**src/rtl/mips_multicycle_ctrl_pkg.sv**
```systemverilog
// Shared types and encodings for the multicycle MIPS controller: states, opcodes,
// funct codes, ALU control values and the control-word payload.
package mips_ctrl_pkg;

  localparam int unsigned OP_W      = 6;
  localparam int unsigned FUNCT_W   = 6;
  localparam int unsigned ALUC_W    = 3;
  localparam int unsigned ALUOP_W   = 2;
  localparam int unsigned SEL_W     = 2;
  localparam int unsigned STATE_ENC = 4;

  typedef enum logic [STATE_ENC-1:0] {
    S_FETCH   = 4'd0,
    S_DECODE  = 4'd1,
    S_MEMADR  = 4'd2,
    S_MEMRD   = 4'd3,
    S_MEMWB   = 4'd4,
    S_MEMWR   = 4'd5,
    S_RTYPEEX = 4'd6,
    S_RTYPEWB = 4'd7,
    S_BEQEX   = 4'd8,
    S_ADDIEX  = 4'd9,
    S_ADDIWB  = 4'd10,
    S_JEX     = 4'd11,
    S_BNEEX   = 4'd12
  } state_t;

  typedef enum logic [ALUOP_W-1:0] {
    ALUOP_ADD   = 2'b00,
    ALUOP_SUB   = 2'b01,
    ALUOP_FUNCT = 2'b10,
    ALUOP_RSVD  = 2'b11
  } aluop_t;

  localparam logic [OP_W-1:0] OP_LW    = 6'b100011;
  localparam logic [OP_W-1:0] OP_SW    = 6'b101011;
  localparam logic [OP_W-1:0] OP_RTYPE = 6'b000000;
  localparam logic [OP_W-1:0] OP_BEQ   = 6'b000100;
  localparam logic [OP_W-1:0] OP_BNE   = 6'b000101;
  localparam logic [OP_W-1:0] OP_ADDI  = 6'b001000;
  localparam logic [OP_W-1:0] OP_J     = 6'b000010;

  localparam logic [FUNCT_W-1:0] FN_ADD = 6'b100000;
  localparam logic [FUNCT_W-1:0] FN_SUB = 6'b100010;
  localparam logic [FUNCT_W-1:0] FN_AND = 6'b100100;
  localparam logic [FUNCT_W-1:0] FN_OR  = 6'b100101;
  localparam logic [FUNCT_W-1:0] FN_SLT = 6'b101010;

  localparam logic [ALUC_W-1:0] ALUC_ADD = 3'b010;
  localparam logic [ALUC_W-1:0] ALUC_SUB = 3'b110;
  localparam logic [ALUC_W-1:0] ALUC_AND = 3'b000;
  localparam logic [ALUC_W-1:0] ALUC_OR  = 3'b001;
  localparam logic [ALUC_W-1:0] ALUC_SLT = 3'b111;

  // Moore control word produced per state; irwrite/pcwrite are qualified by memready.
  typedef struct packed {
    logic             iord;
    logic             memwrite;
    logic             irwrite;
    logic             regdst;
    logic             memtoreg;
    logic             regwrite;
    logic             alusrca;
    logic [SEL_W-1:0] alusrcb;
    logic [SEL_W-1:0] pcsrc;
    aluop_t           aluop;
    logic             pcwrite;
    logic             branch;
    logic             branchne;
  } ctrl_t;

endpackage

```
**src/rtl/mips_multicycle_ctrl_if.sv**
```systemverilog
// Controller <-> datapath bundle: IR fields and flags in, selects and enables out.
interface mips_multicycle_ctrl_if
  import mips_ctrl_pkg::*;
  #(parameter int unsigned STATE_W = 4)
  ();

  logic [OP_W-1:0]    op;
  logic [FUNCT_W-1:0] funct;
  logic               zero;
  logic               memready;
  logic               iord;
  logic               memwrite;
  logic               irwrite;
  logic               regdst;
  logic               memtoreg;
  logic               regwrite;
  logic               alusrca;
  logic [SEL_W-1:0]   alusrcb;
  logic [SEL_W-1:0]   pcsrc;
  logic [ALUC_W-1:0]  alucontrol;
  logic               pcen;
  logic [STATE_W-1:0] dbg_state;

  modport master (
    input  op, funct, zero, memready,
    output iord, memwrite, irwrite, regdst, memtoreg, regwrite, alusrca,
           alusrcb, pcsrc, alucontrol, pcen, dbg_state
  );

  modport slave (
    output op, funct, zero, memready,
    input  iord, memwrite, irwrite, regdst, memtoreg, regwrite, alusrca,
           alusrcb, pcsrc, alucontrol, pcen, dbg_state
  );

endinterface

```
**src/rtl/mips_alu_decoder.sv**
```systemverilog
// Maps aluop and R-type funct to the 3-bit ALU control code.
module mips_alu_decoder
  import mips_ctrl_pkg::*;
(
  input  aluop_t             aluop,
  input  logic [FUNCT_W-1:0] funct,
  output logic [ALUC_W-1:0]  alucontrol
);

  always_comb begin
    alucontrol = ALUC_ADD;
    case (aluop)
      ALUOP_SUB:   alucontrol = ALUC_SUB;
      ALUOP_FUNCT: begin
        case (funct)
          FN_ADD:  alucontrol = ALUC_ADD;
          FN_SUB:  alucontrol = ALUC_SUB;
          FN_AND:  alucontrol = ALUC_AND;
          FN_OR:   alucontrol = ALUC_OR;
          FN_SLT:  alucontrol = ALUC_SLT;
          default: alucontrol = ALUC_ADD;
        endcase
      end
      default:     alucontrol = ALUC_ADD;
    endcase
  end

endmodule

```
**src/rtl/mips_multicycle_ctrl.sv**
```systemverilog
// Multicycle MIPS control FSM: sequences fetch/decode/execute/memory/writeback and
// drives every datapath select and enable.
module mips_multicycle_ctrl
  import mips_ctrl_pkg::*;
  #(
    parameter bit          USE_MEMREADY = 1'b1,
    parameter int unsigned STATE_W      = 4
  )
  (
    input  logic                   clk,
    input  logic                   reset,
    mips_multicycle_ctrl_if.master bus
  );

  state_t state;
  state_t state_nxt;
  ctrl_t  ctrl;
  logic   mem_done;

  assign mem_done = USE_MEMREADY ? bus.memready : 1'b1;

  always_ff @(posedge clk or posedge reset) begin
    if (reset) state <= S_FETCH;
    else       state <= state_nxt;
  end

  always_comb begin
    state_nxt = S_FETCH;
    case (state)
      S_FETCH:   state_nxt = mem_done ? S_DECODE : S_FETCH;
      S_DECODE: begin
        case (bus.op)
          OP_LW, OP_SW: state_nxt = S_MEMADR;
          OP_RTYPE:     state_nxt = S_RTYPEEX;
          OP_BEQ:       state_nxt = S_BEQEX;
          OP_BNE:       state_nxt = S_BNEEX;
          OP_ADDI:      state_nxt = S_ADDIEX;
          OP_J:         state_nxt = S_JEX;
          default:      state_nxt = S_FETCH;
        endcase
      end
      S_MEMADR: begin
        if (bus.op == OP_LW)      state_nxt = S_MEMRD;
        else if (bus.op == OP_SW) state_nxt = S_MEMWR;
        else                      state_nxt = S_FETCH;
      end
      S_MEMRD:   state_nxt = mem_done ? S_MEMWB : S_MEMRD;
      S_MEMWR:   state_nxt = mem_done ? S_FETCH : S_MEMWR;
      S_RTYPEEX: state_nxt = S_RTYPEWB;
      S_ADDIEX:  state_nxt = S_ADDIWB;
      default:   state_nxt = S_FETCH;
    endcase
  end

  // Moore decode; encodings 13-15 fall to the all-zero default.
  always_comb begin
    ctrl = '0;
    case (state)
      S_FETCH: begin
        ctrl.alusrcb = 2'b01;
        ctrl.irwrite = mem_done;
        ctrl.pcwrite = mem_done;
      end
      S_DECODE:  ctrl.alusrcb = 2'b11;
      S_MEMADR: begin
        ctrl.alusrca = 1'b1;
        ctrl.alusrcb = 2'b10;
      end
      S_MEMRD:   ctrl.iord = 1'b1;
      S_MEMWB: begin
        ctrl.memtoreg = 1'b1;
        ctrl.regwrite = 1'b1;
      end
      S_MEMWR: begin
        ctrl.iord     = 1'b1;
        ctrl.memwrite = 1'b1;
      end
      S_RTYPEEX: begin
        ctrl.alusrca = 1'b1;
        ctrl.aluop   = ALUOP_FUNCT;
      end
      S_RTYPEWB: begin
        ctrl.regdst   = 1'b1;
        ctrl.regwrite = 1'b1;
      end
      S_BEQEX, S_BNEEX: begin
        ctrl.alusrca  = 1'b1;
        ctrl.aluop    = ALUOP_SUB;
        ctrl.pcsrc    = 2'b01;
        ctrl.branch   = (state == S_BEQEX);
        ctrl.branchne = (state == S_BNEEX);
      end
      S_ADDIEX: begin
        ctrl.alusrca = 1'b1;
        ctrl.alusrcb = 2'b10;
      end
      S_ADDIWB:  ctrl.regwrite = 1'b1;
      S_JEX: begin
        ctrl.pcsrc   = 2'b10;
        ctrl.pcwrite = 1'b1;
      end
      default:   ctrl = '0;
    endcase
  end

  mips_alu_decoder u_alu_decoder (
    .aluop      (ctrl.aluop),
    .funct      (bus.funct),
    .alucontrol (bus.alucontrol)
  );

  // Write enables are masked during reset so an abandoned instruction cannot commit.
  assign bus.iord      = ctrl.iord;
  assign bus.memwrite  = ctrl.memwrite & ~reset;
  assign bus.irwrite   = ctrl.irwrite & ~reset;
  assign bus.regdst    = ctrl.regdst;
  assign bus.memtoreg  = ctrl.memtoreg;
  assign bus.regwrite  = ctrl.regwrite & ~reset;
  assign bus.alusrca   = ctrl.alusrca;
  assign bus.alusrcb   = ctrl.alusrcb;
  assign bus.pcsrc     = ctrl.pcsrc;
  assign bus.pcen      = ~reset & (ctrl.pcwrite | (ctrl.branch & bus.zero) |
                                   (ctrl.branchne & ~bus.zero));
  assign bus.dbg_state = STATE_W'(state);

endmodule

```
**src/flat_wrapper.sv**
```systemverilog
// flat-port wrapper written by rule: the top's interface ports become plain ports
module mips_multicycle_ctrl_flat import mips_ctrl_pkg::*;
#(
    parameter bit          USE_MEMREADY = 1'b1,
    parameter int unsigned STATE_W      = 4
  )
  (clk, reset, bus_op, bus_funct, bus_zero, bus_memready, bus_iord, bus_memwrite, bus_irwrite, bus_regdst, bus_memtoreg, bus_regwrite, bus_alusrca, bus_alusrcb, bus_pcsrc, bus_alucontrol, bus_pcen, bus_dbg_state);
  mips_multicycle_ctrl_if #(.STATE_W(STATE_W)) bus_i ();
  input  logic clk;
  input  logic reset;
  input wire logic [$bits(bus_i.op)-1:0] bus_op;
  input wire logic [$bits(bus_i.funct)-1:0] bus_funct;
  input wire logic [$bits(bus_i.zero)-1:0] bus_zero;
  input wire logic [$bits(bus_i.memready)-1:0] bus_memready;
  output wire logic [$bits(bus_i.iord)-1:0] bus_iord;
  output wire logic [$bits(bus_i.memwrite)-1:0] bus_memwrite;
  output wire logic [$bits(bus_i.irwrite)-1:0] bus_irwrite;
  output wire logic [$bits(bus_i.regdst)-1:0] bus_regdst;
  output wire logic [$bits(bus_i.memtoreg)-1:0] bus_memtoreg;
  output wire logic [$bits(bus_i.regwrite)-1:0] bus_regwrite;
  output wire logic [$bits(bus_i.alusrca)-1:0] bus_alusrca;
  output wire logic [$bits(bus_i.alusrcb)-1:0] bus_alusrcb;
  output wire logic [$bits(bus_i.pcsrc)-1:0] bus_pcsrc;
  output wire logic [$bits(bus_i.alucontrol)-1:0] bus_alucontrol;
  output wire logic [$bits(bus_i.pcen)-1:0] bus_pcen;
  output wire logic [$bits(bus_i.dbg_state)-1:0] bus_dbg_state;
  assign bus_i.op = bus_op;
  assign bus_i.funct = bus_funct;
  assign bus_i.zero = bus_zero;
  assign bus_i.memready = bus_memready;
  assign bus_iord = bus_i.iord;
  assign bus_memwrite = bus_i.memwrite;
  assign bus_irwrite = bus_i.irwrite;
  assign bus_regdst = bus_i.regdst;
  assign bus_memtoreg = bus_i.memtoreg;
  assign bus_regwrite = bus_i.regwrite;
  assign bus_alusrca = bus_i.alusrca;
  assign bus_alusrcb = bus_i.alusrcb;
  assign bus_pcsrc = bus_i.pcsrc;
  assign bus_alucontrol = bus_i.alucontrol;
  assign bus_pcen = bus_i.pcen;
  assign bus_dbg_state = bus_i.dbg_state;
  mips_multicycle_ctrl #(.USE_MEMREADY(USE_MEMREADY), .STATE_W(STATE_W)) u_core (.clk(clk), .reset(reset), .bus(bus_i));
endmodule
```
**config.mk**
```make
export PLATFORM = sky130hd
export DESIGN_NAME = mips_multicycle_ctrl_flat
export DESIGN_NICKNAME = d
export VERILOG_FILES = /design/src/rtl/mips_multicycle_ctrl_pkg.sv /design/src/rtl/mips_multicycle_ctrl_if.sv /design/src/rtl/mips_alu_decoder.sv /design/src/rtl/mips_multicycle_ctrl.sv /design/src/flat_wrapper.sv
export SDC_FILE = /design/constraint.sdc
export NUM_CORES = 1
export LEC_CHECK = 0
export BUFFER_PORTS_ARGS = -buffer_cell sky130_fd_sc_hd__buf_2
export CELL_PAD_IN_SITES_DETAIL_PLACEMENT = 1
export CELL_PAD_IN_SITES_GLOBAL_PLACEMENT = 1
export CORE_MARGIN = 2
export CORE_UTILIZATION = 31
export CTS_BUF_LIST = sky130_fd_sc_hd__clkbuf_16
export CTS_CLUSTER_SIZE = 40
export DETAILED_ROUTE_END_ITERATION = 8
export PLACE_DENSITY_LB_ADDON = 0.1
export SYNTH_ARGS = -nofsm -noshare
export SYNTH_HDL_FRONTEND = slang
export SYNTH_SLANG_ARGS = --single-unit
```
**constraint.sdc**
```tcl
create_clock -name clk -period 3.2 [get_ports clk]
set_input_delay 0.16 -clock clk [delete_from_list [all_inputs] [get_ports clk]]
set_output_delay 0.16 -clock clk [all_outputs]
set_load 0.005 [all_outputs]
```
# Yosys cells after proc, flatten, opt, wreduce, memory -nomap -nowiden
# Index checks and enable logic that the tools add are counted.
[op_classes]
reduce_logical = 8
eq_ne = 24
bitwise_logic = 10
n_mux = 21
[ops]
columns = ["operator", "n"]
rows = [
  ["6-bit equality test, second input constant", 6],
  ["4-bit one-hot mux with 7 select lines", 1],
  ["4-bit one-hot mux with 6 select lines", 1],
  ["4-bit equality test, second input constant", 5],
  ["4-bit by 3-bit equality test with 1-bit output, second input constant", 4],
  ["6-bit by 3-bit equality test with 1-bit output, second input constant", 2],
  ["3-bit one-hot mux with 4 select lines", 1],
  ["3-bit two-way mux", 3],
  ["4-bit by 2-bit equality test with 1-bit output, second input constant", 2],
  ["1-bit two-way mux", 8],
  ["2-bit one-hot mux with 2 select lines", 2],
  ["2-bit OR reduction", 4],
  ["1-bit bitwise AND", 6],
  ["6-bit by 2-bit equality test with 1-bit output, second input constant", 1],
  ["6-bit by 4-bit equality test with 1-bit output, second input constant", 1],
  ["6-bit logical NOT", 1],
  ["2-bit one-hot mux with 3 select lines", 1],
  ["3-bit one-hot mux with 2 select lines", 1],
  ["5-bit OR reduction", 1],
  ["4-bit by 1-bit equality test with 1-bit output, second input constant", 1],
  ["4-bit logical NOT", 1],
  ["4-bit two-way mux", 1],
  ["3-bit OR reduction", 1],
  ["2-bit by 1-bit equality test with 1-bit output, second input constant", 1],
  ["other kinds (5)", 7],
]
[totals]
regBits = 4
in_bits = 16
out_inout_bits = 19

# Depth between registers and ports, before layout
# Gate-level depths: netlist (run 1).
[logic_depth]
ltp_word = 7
depth_mapped = 9
depth_no_buf = 9

# By module
# From an unflattened synthesis (run 1), not the netlist that was laid out.
[unflattened]
hier_cells = 91
area_unflattened_um2 = 645.6
[by_module_without_submodules]
columns = ["module", "seq_area_each_um2", "instances", "area_each_um2", "cells_per_inst"]
rows = [
  ["mips_multicycle_ctrl", 100.1, 1, 526.8, 76],
  ["mips_alu_decoder", 0.0, 1, 118.9, 15],
]

# Least setup slack after synthesis (run 1)
# OpenSTA, ideal clock, no wires.
[synth_timing]
path_type = "register -> output"
from = "register u_core.state[0], in the netlist u_core.bus.dbg_state[0]"
to = "output port bus_alucontrol[0]"
slack_ns = 1.514
path_buffers = 1
t_arrival_ns = 1.526
required_ns = 3.040
path_stages_with_launch = 9
cell_sequence = "dfrtp_1 buf_6 nor2_1 nand2_1 inv_1 ha_1 inv_1 nor4_1 a32o_1"
[synth_between]
elab_chain_len = 5
word_cells_on_any_way = 8
[synth_lines]
columns = ["item", "line", "text"]
rows = [
  ["start, declared", "mips_multicycle_ctrl.sv:15", "state_t state;"],
  ["start signal, assigned", "mips_multicycle_ctrl.sv:24", "else state <= state_nxt;"],
  ["4-bit equality test", "mips_multicycle_ctrl.sv:58", "case (state)"],
  ["2-bit OR reduction", "n/a", ""],
  ["2-bit one-hot mux with 2 select lines *", "mips_multicycle_ctrl.sv:58", ""],
  ["2-bit equality test or 2-bit by 1-bit equality test with 1-bit output (tied branches)", "mips_alu_decoder.sv:12", "case (aluop)"],
  ["3-bit one-hot mux with 2 select lines *", "mips_alu_decoder.sv:12", ""],
  ["end, declared", "flat_wrapper.sv:24", "output wire logic [$bits(bus_i.alucontrol)-1:0] bus_alucontrol;"],
]
# Every way passes the cells marked *; elsewhere a longest branch is shown, timed or not.

# Final worst setup path (run 1)
[layout_timing]
from = "register u_core.state[2], in the netlist u_core.bus.dbg_state[2]"
to = "output port bus_alucontrol[0]"
# Same word-level chain as after synthesis.

==> results of run 1 <==
cell families (layout without fill, tap and decap cells):
| group | Yosys count | count (layout) |
|---|---|---|
| adders and majority gates | 2 | 2 |
| xor gates and xnor gates | 3 | 3 |
| DFF | 4 | 4 |
| buffers and inverters | 13 | 45 |
| muxes | 1 | 1 |
| AOI/OAI and AO/OA | 21 | 21 |
| and+or+nand+nor | 45 | 45 |
cell type report:
type,instances,area [sq um]
clock buffer,3,75.07
fill,278,1075
inverter,7,26.28
multi-input combinational,72,471.7
sequential,4,100.1
tap,27,33.78
timing repair buffer,35,180.2
cell usage after synthesis, drive strengths merged (2+ instances only):
cell type	number	area share
a21oi	6	0.047
buf	6	0.068
dfrtp	4	0.16
ha	2	0.039
inv	7	0.041
nand2	9	0.053
nand2b	8	0.078
nand3b	2	0.023
nor2	9	0.053
nor3	3	0.023
nor3b	3	0.043
nor4	3	0.053
o21ai	6	0.047
xnor2	2	0.027
layer usage:
metal,part of all wire,global-route usage,vias up,wire length (microns)
li1,-,-,386,-
met1,0.42,0.1729,361,818
met2,0.51,0.3311,25,999
met3,0.055,0.04242,4,108
met4,0.014,0.05556,0,27
met5,0,0,-,0
worst max path at each step:
stage / start / slack (ps) / depth (start not counted) / end
after floorplan: u_core.bus.dbg_state[0] / 1510 / 8 / bus_alucontrol[0]
final: u_core.bus.dbg_state[2] / 780 / 8 / bus_alucontrol[0]
after global placement: u_core.bus.dbg_state[2] / 1090 / 8 / bus_alucontrol[0]
after detailed placement: u_core.bus.dbg_state[2] / 990 / 8 / bus_alucontrol[0]
after CTS: u_core.bus.dbg_state[2] / 750 / 8 / bus_alucontrol[0]
after global routing: u_core.bus.dbg_state[2] / 550 / 8 / bus_alucontrol[0]
what timing repair did:
| action | 4_1_cts | 5_1_grt |
|---|---|---|
| hold endpoints to repair | 4 | 0 |
| gates resized for setup | 0 | 0 |
| endpoints found under the setup margin | 0 | 0 |
| hold buffers | 1 | 0 |
power groups by stage:
stage               Combinational (mW)  Sequential, mW  Clock (mW)
floorplan                        0.149          0.0763           0
global placement                 0.180           0.106           0
detailed placement               0.180           0.107           0
CTS                              0.182           0.107       0.197
global route                     0.203           0.112       0.201
finish                           0.179           0.106       0.194
critical path: stages, from the launching register on:
cell and delay (ps):
dfrtp_1 700, nor2b_2 310, nand2_1 100, inv_1 70, ha_1 150, inv_1 50
nor4_1 370, a32o_1 170, buf_2 110
==> flow_metrics.env, run 1 <==
export IMPL_drive_gt1_frac=0.3471
export IMPL_critPathMaxFanout=20
export IMPL_syn_area_sq_um=641.9
export IMPL_worstSetupEndpointType="output port"
export IMPL_synth_warnings=0
export IMPL_synth_top_family_by_area="simple AND/OR/NAND/NOR gates"
export IMPL_fin_nets=141
export IMPL_r2r_start="u_core.bus.dbg_state[2]"
export IMPL_num_vias=776
export IMPL_diodes=0
export IMPL_core_area_sq_um=1962
export IMPL_dpl_cell_count=144
export IMPL_regToRegEndpoint="u_core.bus.dbg_state[2]"
export IMPL_synth_edf_count=0
export IMPL_comb_power_share=0.373
export IMPL_intPower_mw=0.3079
export IMPL_finalSetupViolations=0
export IMPL_wl_mm=1.954
export IMPL_fp_row_count=16
export IMPL_r2r_slack_ps=1740
export IMPL_fin_cells=148
export IMPL_synth_nets=107
export IMPL_reg2reg_depth=4
export IMPL_grt_first_pass_wirelength_mm=3.229
export IMPL_place_congestion=0.7717
export IMPL_clock_skew_ps=4.406
export IMPL_largest_register_ffs=4
export IMPL_final_period_utilization=0.7552
export IMPL_total_power_mw=0.4794
export IMPL_synth_xor_area_frac=0.04094
export IMPL_drc=0
export IMPL_die_w_microns=49.51
export IMPL_initialDrtViolationCount=4
export IMPL_avgSynthCellArea_sq_um=7.212
export IMPL_grt_max_degree=21
export IMPL_netlist_instances=89
export IMPL_postRouteAntennaNets=0
export IMPL_design_area_sq_um=887.1
export IMPL_layout_commonest_cell="buf_2"
export IMPL_yosys_most_used_dff="dfrtp_1"
export IMPL_clkSlewWorstSetupHoldPaths_ps=30
export IMPL_hold_path_class="input pin to flop"
export IMPL_power_density_nw_per_um2=540.5
export IMPL_synthArstFlopShare=1.000
export IMPL_min_period_ps=2417
export IMPL_post_dp_cell_area_sq_um=802.0
export IMPL_tritoncts="built"
export IMPL_antenna_found_initial=0
export IMPL_fmax_mhz=413.8
export IMPL_fin_ws_ps=783.2
export IMPL_grt_ovfl_total=0
export IMPL_pre_cts_slack_ps=995.0
export IMPL_maxCapViolCount=0
export IMPL_mostFrequentLayoutCells="buf_2 (34), nor2_1 (9), nand2_1 (9), nand2b_1 (8)"
export IMPL_grt_pass1_vias=768
export IMPL_relSlewSlack=0.6094
export IMPL_grtUsageTotal=0.1694
export IMPL_seq_area_frac_synth=0.1559
export IMPL_status="finished clean"
export IMPL_synth_area_mux_share=0.01559
export IMPL_cts_root_buf="clkbuf_16"
export IMPL_hp_start="bus_op[3]"
export IMPL_tightest_slew_ps=586.0
export IMPL_synthAdderAreaFrac=0.03899
export IMPL_detail_route_wl_per_cell_microns=13.20
export IMPL_drv_slew=0
export IMPL_ys_ff_latch=4
export IMPL_p_clk_frac=0.405
export IMPL_synthSimpleGateAreaFrac=0.4211
export IMPL_critPathKind="flop to output port"
export IMPL_seq_power_share=0.222
export IMPL_routed_via_density=5.243
export IMPL_grt_setup_unrepaired="no"
export IMPL_dieArea_sq_um=2451
export IMPL_max_vdd_ir_drop_mv=0.6354
export IMPL_clock_latency_ps=220
export IMPL_areaGrowthSynthToFinish_pct=38.21
export IMPL_hold_depth=2
export IMPL_port_buffers=34
export IMPL_cts_sinks=4
export IMPL_cp_arrival_ps=2260
export IMPL_num_io_pins=35
export IMPL_clk_path_buf_depth=2
export IMPL_critPathLaunchType="flop"
export IMPL_switching_share=0.3578
export IMPL_crit_required_ps=3040
export IMPL_cts_setup_buffers=0
export IMPL_drtPass1Iterations=4
export IMPL_start_util=0.3272
export IMPL_htreeDepth=1
export IMPL_fin_util=0.4522
export IMPL_die_h_microns=49.51
export IMPL_dpl_hpwl_mm=1.522
export IMPL_tns_ps=0
export IMPL_hold_end="u_core.bus.dbg_state[1]"
export IMPL_switching_power_mw=0.1716
export IMPL_hold_viol=0
export IMPL_numCtsBuffers=3
export IMPL_fin_hold_ws_ps=204.7
export IMPL_cellLeakagePower_nw=0.4237
export IMPL_synth_compound_area_frac=0.2183
export IMPL_ys_types=39
Power figures use the tool's default switching activity.
==> inputs of run 2 (changes only) <==
CORE_UTILIZATION = 29   (was 31)
clock period = 2.4 ns   (was 3.2 ns; I/O delays follow)
==> run 2 against run 1 <==
Net effect:
- setup slack worse by 510 ps
- critical path depth grew 1
- sequential power grew 13%
- final cell count grew 2.7%
- register-to-register slack worse by 710 ps
- worst hold slack got worse by 24 ps
- sequential share of layout area shrank 0.29 points
- global-route usage is 0.25 points lower
- die area is 6.3% higher
- flip-flop and latch count stayed put
- final area up 2.7%
- power rose by 35%
- critical path type unchanged
- critical endpoint is now bus_alucontrol[2]
- largest power group is now combinational logic
==> flow_metrics.env, run 2 (synthesis gave the netlist of run 1 again) <==
export IMPL_antenna_found_initial=0
export IMPL_fin_cells=152
export IMPL_seq_power_share=0.185
export IMPL_tritoncts="built"
export IMPL_comb_power_share=0.417
export IMPL_cp_arrival_ps=2010
export IMPL_reg2reg_depth=5
export IMPL_grt_pass1_vias=791
export IMPL_cellLeakagePower_nw=0.4399
export IMPL_regToRegEndpoint="u_core.bus.dbg_state[2]"
export IMPL_multi_input_area_sq_um=471.7
export IMPL_crit_chain="nor2_1 -> nand2_1 -> inv_1 -> ha_1 -> inv_1 -> nor4_1 -> nor2_1 -> nor2_1 -> buf_2"
export IMPL_fp_row_count=17
export IMPL_core_area_sq_um=2148
export IMPL_crit_required_ps=2280
export IMPL_detail_route_wl_per_cell_microns=12.55
export IMPL_hold_viol=0
export IMPL_cpMaxStageDelayCell="dfrtp_1"
export IMPL_hold_path_class="input pin to flop"
export IMPL_numCtsBuffers=3
export IMPL_drc=0
export IMPL_clkSlewWorstSetupHoldPaths_ps=30
export IMPL_layout_commonest_cell="buf_2"
export IMPL_cp_endpoint="bus_alucontrol[2]"
export IMPL_final_period_utilization=0.8874
export IMPL_tightest_slew_ps=434.5
export IMPL_largest_register_ffs=4
export IMPL_switching_share=0.3544
export IMPL_status="finished clean"
export IMPL_r2r_start="u_core.bus.dbg_state[1]"
export IMPL_clock_latency_ps=220
export IMPL_initialDrtViolationCount=4
export IMPL_regArea_sq_um=100.1
export IMPL_fin_nets=144
export IMPL_routed_via_density=5.039
export IMPL_grt_first_pass_wirelength_mm=3.346
export IMPL_drtPass1Iterations=4
export IMPL_cp_top_family="simple AND/OR/NAND/NOR gates"
export IMPL_postRouteAntennaNets=0
export IMPL_htreeDepth=1
export IMPL_critPathKind="flop to output port"
export IMPL_critPathLaunchType="flop"
export IMPL_critPathMaxFanout=16
export IMPL_drive_gt1_frac=0.3629
export IMPL_die_h_microns=51.05
export IMPL_cts_root_buf="clkbuf_16"
export IMPL_total_power_mw=0.6481
export IMPL_grt_ovfl_total=0
export IMPL_mostFrequentLayoutCells="buf_2 (34), nor2_1 (9), nand2_1 (9), nand2b_1 (8)"
export IMPL_grtUsageTotal=0.1670
export IMPL_fin_util=0.4240
export IMPL_areaGrowthSynthToFinish_pct=41.91
export IMPL_num_fill_cells=288
export IMPL_clk_path_buf_depth=2
export IMPL_grt_setup_unrepaired="no"
export IMPL_port_buffers=34
export IMPL_fmax_mhz=469.5
export IMPL_cts_setup_buffers=0
export IMPL_pre_cts_slack_ps=528.5
export IMPL_cts_resized=0
export IMPL_tns_ps=0
export IMPL_startpoint="u_core.bus.dbg_state[0]"
export IMPL_hold_depth=2
export IMPL_wl_mm=1.907
export IMPL_r2r_slack_ps=1030
export IMPL_grt_max_degree=20
export IMPL_cts_hold_buf=1
export IMPL_dpl_cell_count=148
export IMPL_dieArea_sq_um=2606
export IMPL_power_density_nw_per_um2=711.6
export IMPL_worst_path_buf_inv=3
export IMPL_num_vias=766
export IMPL_relSlewSlack=0.7103
export IMPL_critPathMostFrequentCell="nor2_1"
export IMPL_critical_path_max_stage_delay_ps=520
export IMPL_switching_power_mw=0.2297
export IMPL_num_io_pins=35
export IMPL_clock_skew_ps=0.04610
export IMPL_place_congestion=0.6966
export IMPL_fin_ws_ps=270.2
export IMPL_start_util=0.2988
export IMPL_min_period_ps=2130
export IMPL_p_clk_frac=0.398
export IMPL_intPower_mw=0.4184
export IMPL_drv_slew=0
export IMPL_diodes=0
export IMPL_cts_sinks=4
export IMPL_worstSetupEndpointType="output port"
export IMPL_max_vdd_ir_drop_mv=0.3013
export IMPL_maxCapViolCount=0
export IMPL_die_w_microns=51.05
export IMPL_cp_num_cells=9
export IMPL_dpl_hpwl_mm=1.513
export IMPL_finalSetupViolations=0
-- run 2: changes by cell type in the layout (fill, tap and decap cells not counted), sizes merged --
| cell | previous run | this run |
|---|---|---|
| buf | 34 | 37 |
-- run 2: area by class of cell --
cell class              instances  share of cell area
well taps                      28             0.03846
inverters                       7             0.02885
flip-flops and latches          4              0.1099
multi-input cells              72              0.5179
repair buffers                 38              0.2225
clock buffers                   3             0.08242
-- run 2: per-stage QoR --
| step | instance area, sq um | hold slack, ps |
|---|---|---|
| 2_1_floorplan | 641.9 | -108.5 |
| 3_3_place_gp | 825.8 | 63.19 |
| 3_5_place_dp | 825.8 | 59.79 |
| 4_1_cts | 910.9 | 174.5 |
| 5_1_grt | 910.9 | 188.7 |
| 6_report | 910.9 | 180.7 |
-- run 2: worst min path at each step --
stage              start                       to
5_1_grt        bus_op[3]  u_core.bus.dbg_state[1]
2_1_floorplan      reset  u_core.bus.dbg_state[0]
3_5_place_dp       reset  u_core.bus.dbg_state[0]
4_1_cts        bus_op[3]  u_core.bus.dbg_state[1]
3_3_place_gp       reset  u_core.bus.dbg_state[1]
6_report       bus_op[3]  u_core.bus.dbg_state[1]
-- run 2: power groups by stage --
stage / Sequential (mW) / Combinational (mW) / Clock, mW
floorplan: 0.102 / 0.198 / 0
global placement: 0.118 / 0.267 / 0
detailed placement: 0.119 / 0.270 / 0
CTS: 0.119 / 0.274 / 0.259
global route: 0.125 / 0.304 / 0.267
finish: 0.120 / 0.270 / 0.258
-- run 2: worst reg2reg max path, delay by kind of cell, from the launching register on --
kind | cells | cell delay (ps)
flip-flops | 1 | 420
buffers and inverters | 1 | 190
AND/OR/NAND/NOR | 2 | 440
AO/OA/AOI/OAI | 2 | 250
-- run 2: routing by layer --
layer | track usage | vias to the layer above | part of all wire | routed length, microns
met5 | 0 | - | 0 | 0
met4 | 0.08108 | 0 | 0.013 | 24
met3 | 0.01754 | 3 | 0.040 | 77
met2 | 0.3160 | 19 | 0.52 | 996
met1 | 0.1818 | 354 | 0.42 | 809
li1 | - | 390 | - | -
==> inputs of run 3 (changes only) <==
ABC_AREA = 1   (was default)
CORE_UTILIZATION = 27   (was 29)
GPL_TIMING_DRIVEN = 0   (was default)
==> run 3 against run 2 <==
Net effect:
- area after synthesis is 2.3% lower
- synthesized cell count is 29% higher
- setup slack better by 310 ps
- worst hold slack hardly changed
- final area is 0.69% higher
- critical path depth is 1 lower
- core utilization is 0.94 points lower
- fmax is 17% higher
==> flow_metrics.env, run 3 <==
export IMPL_port_buffers=34
export IMPL_finalSetupViolations=0
export IMPL_drv_slew=0
export IMPL_clock_latency_ps=220
export IMPL_syn_area_sq_um=626.9
export IMPL_hp_start="bus_op[3]"
export IMPL_r2r_start="u_core.bus.dbg_state[2]"
export IMPL_critPathLaunchType="flop"
export IMPL_dieArea_sq_um=2723
export IMPL_tightest_slew_ps=312.9
export IMPL_total_power_mw=0.4437
export IMPL_die_w_microns=52.19
export IMPL_numCtsBuffers=3
export IMPL_seq_area_frac_synth=0.1597
export IMPL_cellLeakagePower_nw=0.5847
export IMPL_grt_first_pass_wirelength_mm=3.243
export IMPL_die_h_microns=52.19
export IMPL_htreeDepth=1
export IMPL_critPathMaxFanout=8
export IMPL_place_congestion=0.7444
export IMPL_synthArstFlopShare=1.000
export IMPL_p_clk_frac=0.582
export IMPL_switching_share=0.2619
export IMPL_yosys_area_top_type="dfrtp_1"
export IMPL_yosysMostFrequentCell="nand2_1"
export IMPL_reg2reg_depth=5
export IMPL_cts_sinks=4
export IMPL_core_area_sq_um=2212
export IMPL_yosys_most_used_dff="dfrtp_1"
export IMPL_final_period_utilization=0.7573
export IMPL_critPathKind="flop to output port"
export IMPL_drive_gt1_frac=0.3595
export IMPL_fmax_mhz=550.2
export IMPL_hold_path_class="input pin to flop"
export IMPL_clock_skew_ps=0.5460
export IMPL_fp_row_count=17
export IMPL_crit_required_ps=2280
export IMPL_cts_setup_buffers=0
export IMPL_status="finished clean"
export IMPL_relSlewSlack=0.7914
export IMPL_postRouteAntennaNets=0
export IMPL_cp_top_family="flip-flops"
export IMPL_grt_ovfl_total=0
export IMPL_cpMaxStageDelayCell="dfrtp_1"
export IMPL_critical_path_max_stage_delay_ps=510
export IMPL_wl_mm=1.858
export IMPL_min_period_ps=1818
export IMPL_drc=0
export IMPL_r2r_slack_ps=1200
export IMPL_mostFrequentLayoutCells="buf_2 (34), nand2_1 (26), nor2_1 (22), inv_1 (21), nand3_1 (12)"
export IMPL_tns_ps=0
export IMPL_switching_power_mw=0.1162
export IMPL_hold_viol=0
export IMPL_areaGrowthSynthToFinish_pct=46.31
export IMPL_grtUsageTotal=0.1585
export IMPL_worst_path_buf_inv=3
export IMPL_cp_num_cells=8
export IMPL_comb_power_share=0.236
export IMPL_startpoint="u_core.bus.dbg_state[2]"
export IMPL_max_vdd_ir_drop_mv=0.5144
export IMPL_avgSynthCellArea_sq_um=5.451
export IMPL_num_io_pins=35
export IMPL_netlist_instances=115
export IMPL_crit_chain="inv_2 -> nor2_4 -> nand2_2 -> inv_1 -> ha_1 -> nand3_1 -> a21oi_1 -> buf_2"
export IMPL_ys_ff_latch=4
export IMPL_dpl_hpwl_mm=1.582
export IMPL_regToRegEndpoint="u_core.bus.dbg_state[1]"
export IMPL_ys_types=21
export IMPL_dpl_cell_count=177
export IMPL_seq_power_share=0.182
export IMPL_maxCapViolCount=0
export IMPL_intPower_mw=0.3275
export IMPL_synth_common_cells="nand2_1 (26), nor2_1 (22), inv_1 (21)"
export IMPL_synth_nets=133
export IMPL_antenna_found_initial=0
export IMPL_grt_max_degree=9
export IMPL_routed_via_density=4.514
export IMPL_cp_endpoint="bus_alucontrol[2]"
export IMPL_fin_nets=173
export IMPL_cts_root_buf="clkbuf_16"
export IMPL_start_util=0.2834
export IMPL_synth_warnings=0
export IMPL_fin_cells=181
export IMPL_grt_setup_unrepaired="no"
export IMPL_drtPass1Iterations=4
export IMPL_clk_path_buf_depth=2
export IMPL_num_vias=817
export IMPL_diodes=0
export IMPL_largest_register_ffs=4
export IMPL_hold_depth=3
export IMPL_fin_util=0.4146
export IMPL_layout_commonest_cell="buf_2"
export IMPL_cp_arrival_ps=1700
export IMPL_detail_route_wl_per_cell_microns=10.27
export IMPL_initialDrtViolationCount=6
export IMPL_grt_pass1_vias=785
export IMPL_synth_area_leaders="dfrtp_1 (16%), nand2_1 (16%), nor2_1 (13%)"
export IMPL_power_density_nw_per_um2=483.7
export IMPL_tritoncts="built"
export IMPL_synth_edf_count=0
export IMPL_worstSetupEndpointType="output port"
export IMPL_clkSlewWorstSetupHoldPaths_ps=30
export IMPL_synth_top_cell_area_share=0.1597
==> run 3: cells by family after synthesis <==
group,count (synthesis),share of synthesized area
simple gates,77,0.5748
buf+inv,25,0.1497
flops,4,0.1597
compound gates,7,0.07584
fa+ha+maj,2,0.03991
==> run 3: area by class of cell <==
| cell class | count | area, sq um |
|---|---|---|
| Inverter | 25 | 93.84 |
| Multi-Input combinational cell | 86 | 432.9 |
| Fill cell | 325 | 1295 |
| Tap cell | 28 | 35.03 |
| Timing Repair Buffer | 35 | 180.2 |
| Sequential cell | 4 | 100.1 |
| Clock buffer | 3 | 75.07 |
==> run 3: power groups by stage <==
stage / combinational, mW / clock [mW] / sequential [mW]
4_1_cts: 0.107 / 0.264 / 0.0805
6_report: 0.105 / 0.258 / 0.0805
3_5_place_dp: 0.105 / 0 / 0.0810
5_1_grt: 0.120 / 0.274 / 0.0819
2_1_floorplan: 0.0602 / 0 / 0.0802
3_3_place_gp: 0.103 / 0 / 0.0809
==> run 3: worst min-delay path by stage <==
stage,endpoint,slack [ps]
3_5_place_dp,u_core.bus.dbg_state[2],60
2_1_floorplan,u_core.bus.dbg_state[0],-110
5_1_grt,u_core.bus.dbg_state[2],200
6_report,u_core.bus.dbg_state[2],180
4_1_cts,u_core.bus.dbg_state[2],180
3_3_place_gp,u_core.bus.dbg_state[3],60
==> run 3: timing repair <==
item                                    in CTS  in global routing
hold buffers                                 1                  0
endpoints found under the hold margin        4                  0
gates resized for setup                      0                  0
endpoints found under the setup margin       0                  0
==> run 3: layer usage <==
metal  track usage  part of all wire  vias up
met5             0                 0        -
met4       0.05128                 0        0
met3       0.02571             0.033        0
met2        0.2869              0.50       15
met1        0.1888              0.47      374
li1              -                 -      428
==> run 3: through the flow <==
step | area, sq um | hold WS, ps | setup slack (ps)
after floorplan | 626.9 | -107.0 | 1057
after global placement | 832.0 | 64.95 | 852.9
after detailed placement | 832.0 | 64.11 | 810.3
after CTS | 917.1 | 178.6 | 571.9
after global routing | 917.1 | 195.8 | 452.2
final | 917.1 | 180.7 | 582.5
==> run 3: worst register-to-register path: stages (launching register included) <==
cell	delay, ps
dfrtp_1	480
nor2_4	240
nand2_2	100
nor2_2	170
nand2_1	70
nand3_1	90
